### config.mk
export PLATFORM = sky130hd
export DESIGN_NAME = snake_control_flat
export DESIGN_NICKNAME = d
export VERILOG_FILES = /design/src/rtl/snake_control_if.sv /design/src/rtl/snake_control.sv /design/src/flat_wrapper.sv
export SDC_FILE = /design/constraint.sdc
export NUM_CORES = 1
export LEC_CHECK = 0
export ABC_CLOCK_PERIOD_IN_PS = 5260
export CAP_MARGIN = 30
export CORE_UTILIZATION = 40
export DETAILED_ROUTE_END_ITERATION = 16
export DONT_BUFFER_PORTS = 1
export PLACE_DENSITY = 0.55
export REMOVE_ABC_BUFFERS = 1
export SYNTH_ARGS = -nofsm -noshare
export SYNTH_HDL_FRONTEND = slang
export SYNTH_SLANG_ARGS = --single-unit
export TNS_END_PERCENT = 1
### constraint.sdc
create_clock -name clk -period 5.26 [get_ports clk]
set_input_delay 1.052 -clock clk [delete_from_list [all_inputs] [get_ports clk]]
set_output_delay 1.052 -clock clk [all_outputs]
set_load 0.01 [all_outputs]
### src/rtl/snake_control_if.sv
// snake_control_if: control-side bundle between snake FSM and datapath/VGA.
// Inputs: go, key_up/down/left/right. Outputs: ld, update, plot, dir[2:0], colour[2:0].
interface snake_control_if;
  logic       go;
  logic       key_up;
  logic       key_down;
  logic       key_left;
  logic       key_right;
  logic       ld;
  logic       update;
  logic       plot;
  logic [2:0] dir;
  logic [2:0] colour;

  modport master (
    output go, key_up, key_down, key_left, key_right,
    input  ld, update, plot, dir, colour
  );

  modport slave (
    input  go, key_up, key_down, key_left, key_right,
    output ld, update, plot, dir, colour
  );
endinterface

### src/rtl/snake_control.sv
// snake_control: load/draw/wait/erase/update sequencer for the snake head.
// Ports: clk, reset (sync, active-high), sc (slave: go/keys in; ld/update/plot/dir/colour out).
module snake_control #(
  parameter int          TICKS        = 833333,
  parameter int          CELL_PIX     = 8,
  parameter logic [2:0]  SNAKE_COLOUR = 3'b010
) (
  input  logic            clk,
  input  logic            reset,
  snake_control_if.slave  sc
);

  localparam int TW = (TICKS > 1) ? $clog2(TICKS) : 1;
  localparam int PW = (CELL_PIX > 1) ? $clog2(CELL_PIX) : 1;

  localparam logic [TW-1:0] TICK_LAST = TW'(TICKS - 1);
  localparam logic [PW-1:0] PIX_LAST  = PW'(CELL_PIX - 1);

  localparam logic [2:0] DIR_LEFT  = 3'b000;
  localparam logic [2:0] DIR_RIGHT = 3'b001;
  localparam logic [2:0] DIR_UP    = 3'b100;
  localparam logic [2:0] DIR_DOWN  = 3'b110;

  typedef enum logic [2:0] {
    S_IDLE,
    S_LOAD,
    S_DRAW,
    S_WAIT,
    S_ERASE,
    S_UPDATE
  } state_e;

  state_e        state_q;
  logic [TW-1:0] tick_q;
  logic [PW-1:0] pix_q;
  logic          ld_q;
  logic          update_q;
  logic          plot_q;
  logic [2:0]    colour_q;
  logic [2:0]    dir_q;
  logic [2:0]    dir_d;
  logic [2:0]    cur_dir_q;

  // Outputs are registered together with the state they belong to,
  // so each strobe lines up exactly with its state's cycles.
  always_ff @(posedge clk) begin
    if (reset) begin
      state_q   <= S_IDLE;
      tick_q    <= '0;
      pix_q     <= '0;
      ld_q      <= 1'b0;
      update_q  <= 1'b0;
      plot_q    <= 1'b0;
      colour_q  <= 3'b000;
      cur_dir_q <= DIR_RIGHT;
    end else begin
      ld_q     <= 1'b0;
      update_q <= 1'b0;
      unique case (state_q)
        S_IDLE: begin
          if (sc.go) begin
            state_q <= S_LOAD;
            ld_q    <= 1'b1;
          end
        end
        S_LOAD: begin
          pix_q    <= '0;
          state_q  <= S_DRAW;
          plot_q   <= 1'b1;
          colour_q <= SNAKE_COLOUR;
        end
        S_DRAW: begin
          if (pix_q == PIX_LAST) begin
            pix_q    <= '0;
            state_q  <= S_WAIT;
            plot_q   <= 1'b0;
            colour_q <= 3'b000;
          end else begin
            pix_q <= pix_q + 1'b1;
          end
        end
        S_WAIT: begin
          if (tick_q == TICK_LAST) begin
            tick_q   <= '0;
            state_q  <= S_ERASE;
            plot_q   <= 1'b1;
            colour_q <= 3'b000;
          end else begin
            tick_q <= tick_q + 1'b1;
          end
        end
        S_ERASE: begin
          if (pix_q == PIX_LAST) begin
            pix_q    <= '0;
            state_q  <= S_UPDATE;
            plot_q   <= 1'b0;
            update_q <= 1'b1;
          end else begin
            pix_q <= pix_q + 1'b1;
          end
        end
        S_UPDATE: begin
          // dir_q is what the datapath steps with this cycle.
          cur_dir_q <= dir_q;
          state_q   <= S_DRAW;
          plot_q    <= 1'b1;
          colour_q  <= SNAKE_COLOUR;
        end
        default: begin
          state_q  <= S_IDLE;
          plot_q   <= 1'b0;
          colour_q <= 3'b000;
        end
      endcase
    end
  end

  // Priority up > down > left > right is applied before the reversal
  // test, so a rejected higher key masks lower ones.
  always_comb begin
    dir_d = dir_q;
    if (sc.key_up) begin
      if (cur_dir_q != DIR_DOWN) dir_d = DIR_UP;
    end else if (sc.key_down) begin
      if (cur_dir_q != DIR_UP) dir_d = DIR_DOWN;
    end else if (sc.key_left) begin
      if (cur_dir_q != DIR_RIGHT) dir_d = DIR_LEFT;
    end else if (sc.key_right) begin
      if (cur_dir_q != DIR_LEFT) dir_d = DIR_RIGHT;
    end
  end

  always_ff @(posedge clk) begin
    if (reset) begin
      dir_q <= DIR_RIGHT;
    end else begin
      dir_q <= dir_d;
    end
  end

  assign sc.ld     = ld_q;
  assign sc.update = update_q;
  assign sc.plot   = plot_q;
  assign sc.colour = colour_q;
  assign sc.dir    = dir_q;

endmodule

### src/flat_wrapper.sv
// flat-port wrapper written by rule: the top's interface ports become plain ports
module snake_control_flat 
#(
  parameter int          TICKS        = 833333,
  parameter int          CELL_PIX     = 8,
  parameter logic [2:0]  SNAKE_COLOUR = 3'b010
)
  (clk, reset, sc_go, sc_key_up, sc_key_down, sc_key_left, sc_key_right, sc_ld, sc_update, sc_plot, sc_dir, sc_colour);
  snake_control_if sc_i ();
  input  logic clk;
  input  logic reset;
  input wire logic [$bits(sc_i.go)-1:0] sc_go;
  input wire logic [$bits(sc_i.key_up)-1:0] sc_key_up;
  input wire logic [$bits(sc_i.key_down)-1:0] sc_key_down;
  input wire logic [$bits(sc_i.key_left)-1:0] sc_key_left;
  input wire logic [$bits(sc_i.key_right)-1:0] sc_key_right;
  output wire logic [$bits(sc_i.ld)-1:0] sc_ld;
  output wire logic [$bits(sc_i.update)-1:0] sc_update;
  output wire logic [$bits(sc_i.plot)-1:0] sc_plot;
  output wire logic [$bits(sc_i.dir)-1:0] sc_dir;
  output wire logic [$bits(sc_i.colour)-1:0] sc_colour;
  assign sc_i.go = sc_go;
  assign sc_i.key_up = sc_key_up;
  assign sc_i.key_down = sc_key_down;
  assign sc_i.key_left = sc_key_left;
  assign sc_i.key_right = sc_key_right;
  assign sc_ld = sc_i.ld;
  assign sc_update = sc_i.update;
  assign sc_plot = sc_i.plot;
  assign sc_dir = sc_i.dir;
  assign sc_colour = sc_i.colour;
  snake_control #(.TICKS(TICKS), .CELL_PIX(CELL_PIX), .SNAKE_COLOUR(SNAKE_COLOUR)) u_core (.clk(clk), .reset(reset), .sc(sc_i));
endmodule
==> impl_metrics.json <==
{
  "drc": 0,
  "stdcell_count": 277,
  "routedWlPerCell_um": 14.7,
  "slew_viol_final": 0,
  "cts_resized": 0,
  "die_y_um": 71.1,
  "final_net_count": 236,
  "cts.path.max_buffers": 2,
  "min_path_cells": 2,
  "synth.area.top_cells": "dfxtp_1 38%, a21oi_1 5.5%, or3_1 4.6%, nor2_1 3.9%, xnor2_1 3.2%",
  "drive_gt1_share_pct": 5.78,
  "internal_power_mw": 0.413,
  "initial_core_util_pct": 42.7,
  "p_comb_share_pct": 6.3,
  "place_area_mm2": 0.00191,
  "muxShareOfSynthArea_pct": 1.57,
  "synthAdderAreaFrac_pct": 3.14,
  "p_total_mw": 0.543,
  "ant_nets": 0,
  "syn_avg_cell_area_um2": 8.28,
  "syn2layout_area_growth_pct": 5.10,
  "io_buffers": 0,
  "ir_drop_mv": 0.110,
  "ys_seq_area_share_pct": 37.7,
  "synth.ff_latch_count": 36,
  "grt_pass1_vias": 1511,
  "wl_met2_um": 1780,
  "synth_common_cells": "36 x dfxtp_1, 21 x a21oi_1, 20 x nor2_1",
  "pwr-share-clk_pct": 39.3,
  "multi_input_area_mm2": 0.00109,
  "path_cells": "nand3b_4 > or4_1 > or3_1 > a21oi_1",
  "fin_ws_ps": 2980,
  "routed-wl-met3_um": 174,
  "diodes": 0,
  "slew_headroom_pct": 54.7,
  "drt-initial-drc-count": 86,
  "p_sw_share_pct": 23.9,
  "rows": 24,
  "ff2ff_path_depth": 4,
  "p_sw_mw": 0.130,
  "seq_area_um2": 721,
  "cp_slowest_stage_delay_ps": 730,
  "cts_buffers": 5,
  "timing.rr.end": "u_core.tick_q[19]$_SDFFE_PP0P_",
  "crit_cells": 4,
  "fin_area_mm2": 0.00201,
  "fillCellCount": 469,
  "crit_type": "reg -> reg",
  "tns_ps": 0,
  "setup-violations-final": 0,
  "synthArstFlopShare_pct": 0,
  "cts_max_level": 2,
  "yosysTopAreaCell": "dfxtp_1",
  "fmax_mhz": 439,
  "path_max_fanout": 19,
  "synth_top_area_share_pct": 37.7,
  "hold_viol": 0,
  "synth-compound-area-share_pct": 18.7,
  "wl_met1_um": 2070,
  "hold_path.startpoint": "u_core.tick_q[19]$_SDFFE_PP0P_",
  "dpl.hpwl_um": 2790,
  "grt-ovfl-total": 0,
  "post_cts_buffers": 0,
  "track_usage_pct": 17.9,
  "startpoint_type": "flip-flop",
  "status": "completed",
  "die_x_um": 71.1,
  "worst_pin_slew_ps": 680,
  "p_per_area_mw_per_mm2": 270,
  "rsz0062_at_grt": "no",
  "drtPass1Iterations": 4,
  "whs_ps": 488,
  "placed_cells": 270,
  "via_count": 1659,
  "clock-root-buffer": "clkbuf_8",
  "r2r-start": "u_core.state_q[0]$_SDFFE_PP0P_",
  "cp-end-kind": "flip-flop",
  "vias_per_cell": 5.99,
  "highest_layer": "met4",
  "core_area_mm2": 0.00447,
  "gp_congestion": 0.875,
  "syn_area_mm2": 0.00191,
  "hp-class": "reg -> reg",
  "grt_max_degree": 20,
  "synth-xor-area-share_pct": 4.12,
  "syn-instance-count": 231,
  "seqPwrFrac_pct": 54.4,
  "clkTransAtPathRegs_ps": 70,
  "grt_first_pass_wirelength_um": 7190,
  "rrSetupSlack_ps": 2980,
  "leakagePower_nw": 0.700,
  "critical_path_buf_inv_count": 0,
  "fin_worst_skew_ps": 3.53,
  "cts.sinks": 36,
  "synth_edf_count": 0,
  "synthFlopType": "dfxtp_1",
  "arrival_ps": 2490,
  "insertion_delay_ps": 280,
  "maxCapViolations": 0,
  "post-route-min-period_ps": 2280,
  "critPathRequiredTime_ps": 5480,
  "dieArea_mm2": 0.00506,
  "synth_cell_types": 50,
  "yosysWarnings": 0,
  "num_io_pins": 16,
  "cts_tree": "yes",
  "routed_wl_um": 4070,
  "antenna_found_initial": 0,
  "synth_top_family_by_area": "simple AND/OR/NAND/NOR gates",
  "path_delay_family": "simple AND/OR/NAND/NOR gates",
  "slowest_stage": "dfxtp_1",
  "cts_hold_buffers": 0,
  "synth.most_common_cell": "dfxtp_1",
  "fin_crit_sh_pct": 43.3,
  "fin_util_pct": 44.9,
  "dp_slack_ps": 3030,
  "min_to": "u_core.tick_q[19]$_SDFFE_PP0P_",
  "synthSimpleGateAreaFrac_pct": 29.1
}
[worst max path at each step]
stage	slack, ps	end	start
6_report	2980	u_core.tick_q[19]$_SDFFE_PP0P_	u_core.state_q[0]$_SDFFE_PP0P_
5_1_grt	2850	u_core.tick_q[19]$_SDFFE_PP0P_	u_core.state_q[0]$_SDFFE_PP0P_
4_1_cts	3010	u_core.tick_q[19]$_SDFFE_PP0P_	u_core.state_q[0]$_SDFFE_PP0P_
3_5_place_dp	3030	u_core.tick_q[19]$_SDFFE_PP0P_	u_core.state_q[0]$_SDFFE_PP0P_
3_3_place_gp	3040	u_core.sc.dir[1]$_SDFFE_PP0P_	sc_key_up
2_1_floorplan	3110	u_core.sc.dir[1]$_SDFFE_PP0P_	sc_key_up
[sequential cells by signal (all words and copies together), names as in the netlist, 3 cells and up]
signal / count
u_core.pix_q: 3
u_core.cur_dir_q: 3
u_core.sc.dir: 3
u_core.state_q: 3
u_core.tick_q: 20
[metal layers]
metal  vias up  global-route usage [%]
met1       786                    25.0
met5         -                       0
met3         5                    4.27
met2        39                    26.7
li1        829                       -
met4         0                    7.11
[power by group through the flow]
stage	combinational (mW)	sequential, mW	clock [mW]
final	0.0344	0.295	0.213
after global routing	0.0403	0.297	0.232
after CTS	0.0345	0.295	0.218
after detailed placement	0.0344	0.302	0
after global placement	0.0347	0.301	0
after floorplan	0.0290	0.298	0
[worst register-to-register path: stages (launching register included)]
cell and delay, ps:
dfxtp_1 730, nand3b_4 250, or4_1 710, or3_1 390, a21oi_1 130
[cells in the final DEF (no fill, tap or decap), types with 3 or more instances in the layout]
cell	instances
a21oi_1	21
clkbuf_8	7
dfxtp_1	36
ha_1	4
inv_1	9
mux2i_1	3
nand2_1	13
nand3_1	8
nand3b_1	3
nand4_1	9
nor2_1	20
nor3_1	6
nor4_1	7
o21ai_0	11
or3_1	14
xnor2_1	7
[cells by family (layout without fill, tap and decap cells)]
family | count (synthesis) | count (layout)
compound gates | 55 | 55
xor+xnor | 9 | 9
fa+ha+maj | 5 | 5
buf+inv | 24 | 17
flops | 36 | 36
mux | 3 | 3
other cells | 1 | 2
simple gates | 98 | 98
[cell type report]
class                      count  area share, %
tap                           52           3.24
inverter                      10           1.87
clock buffer                   7           4.79
multi-input combinational    172           54.2
sequential                    36           35.9
Note: power is estimated with default switching activity, not from simulation.
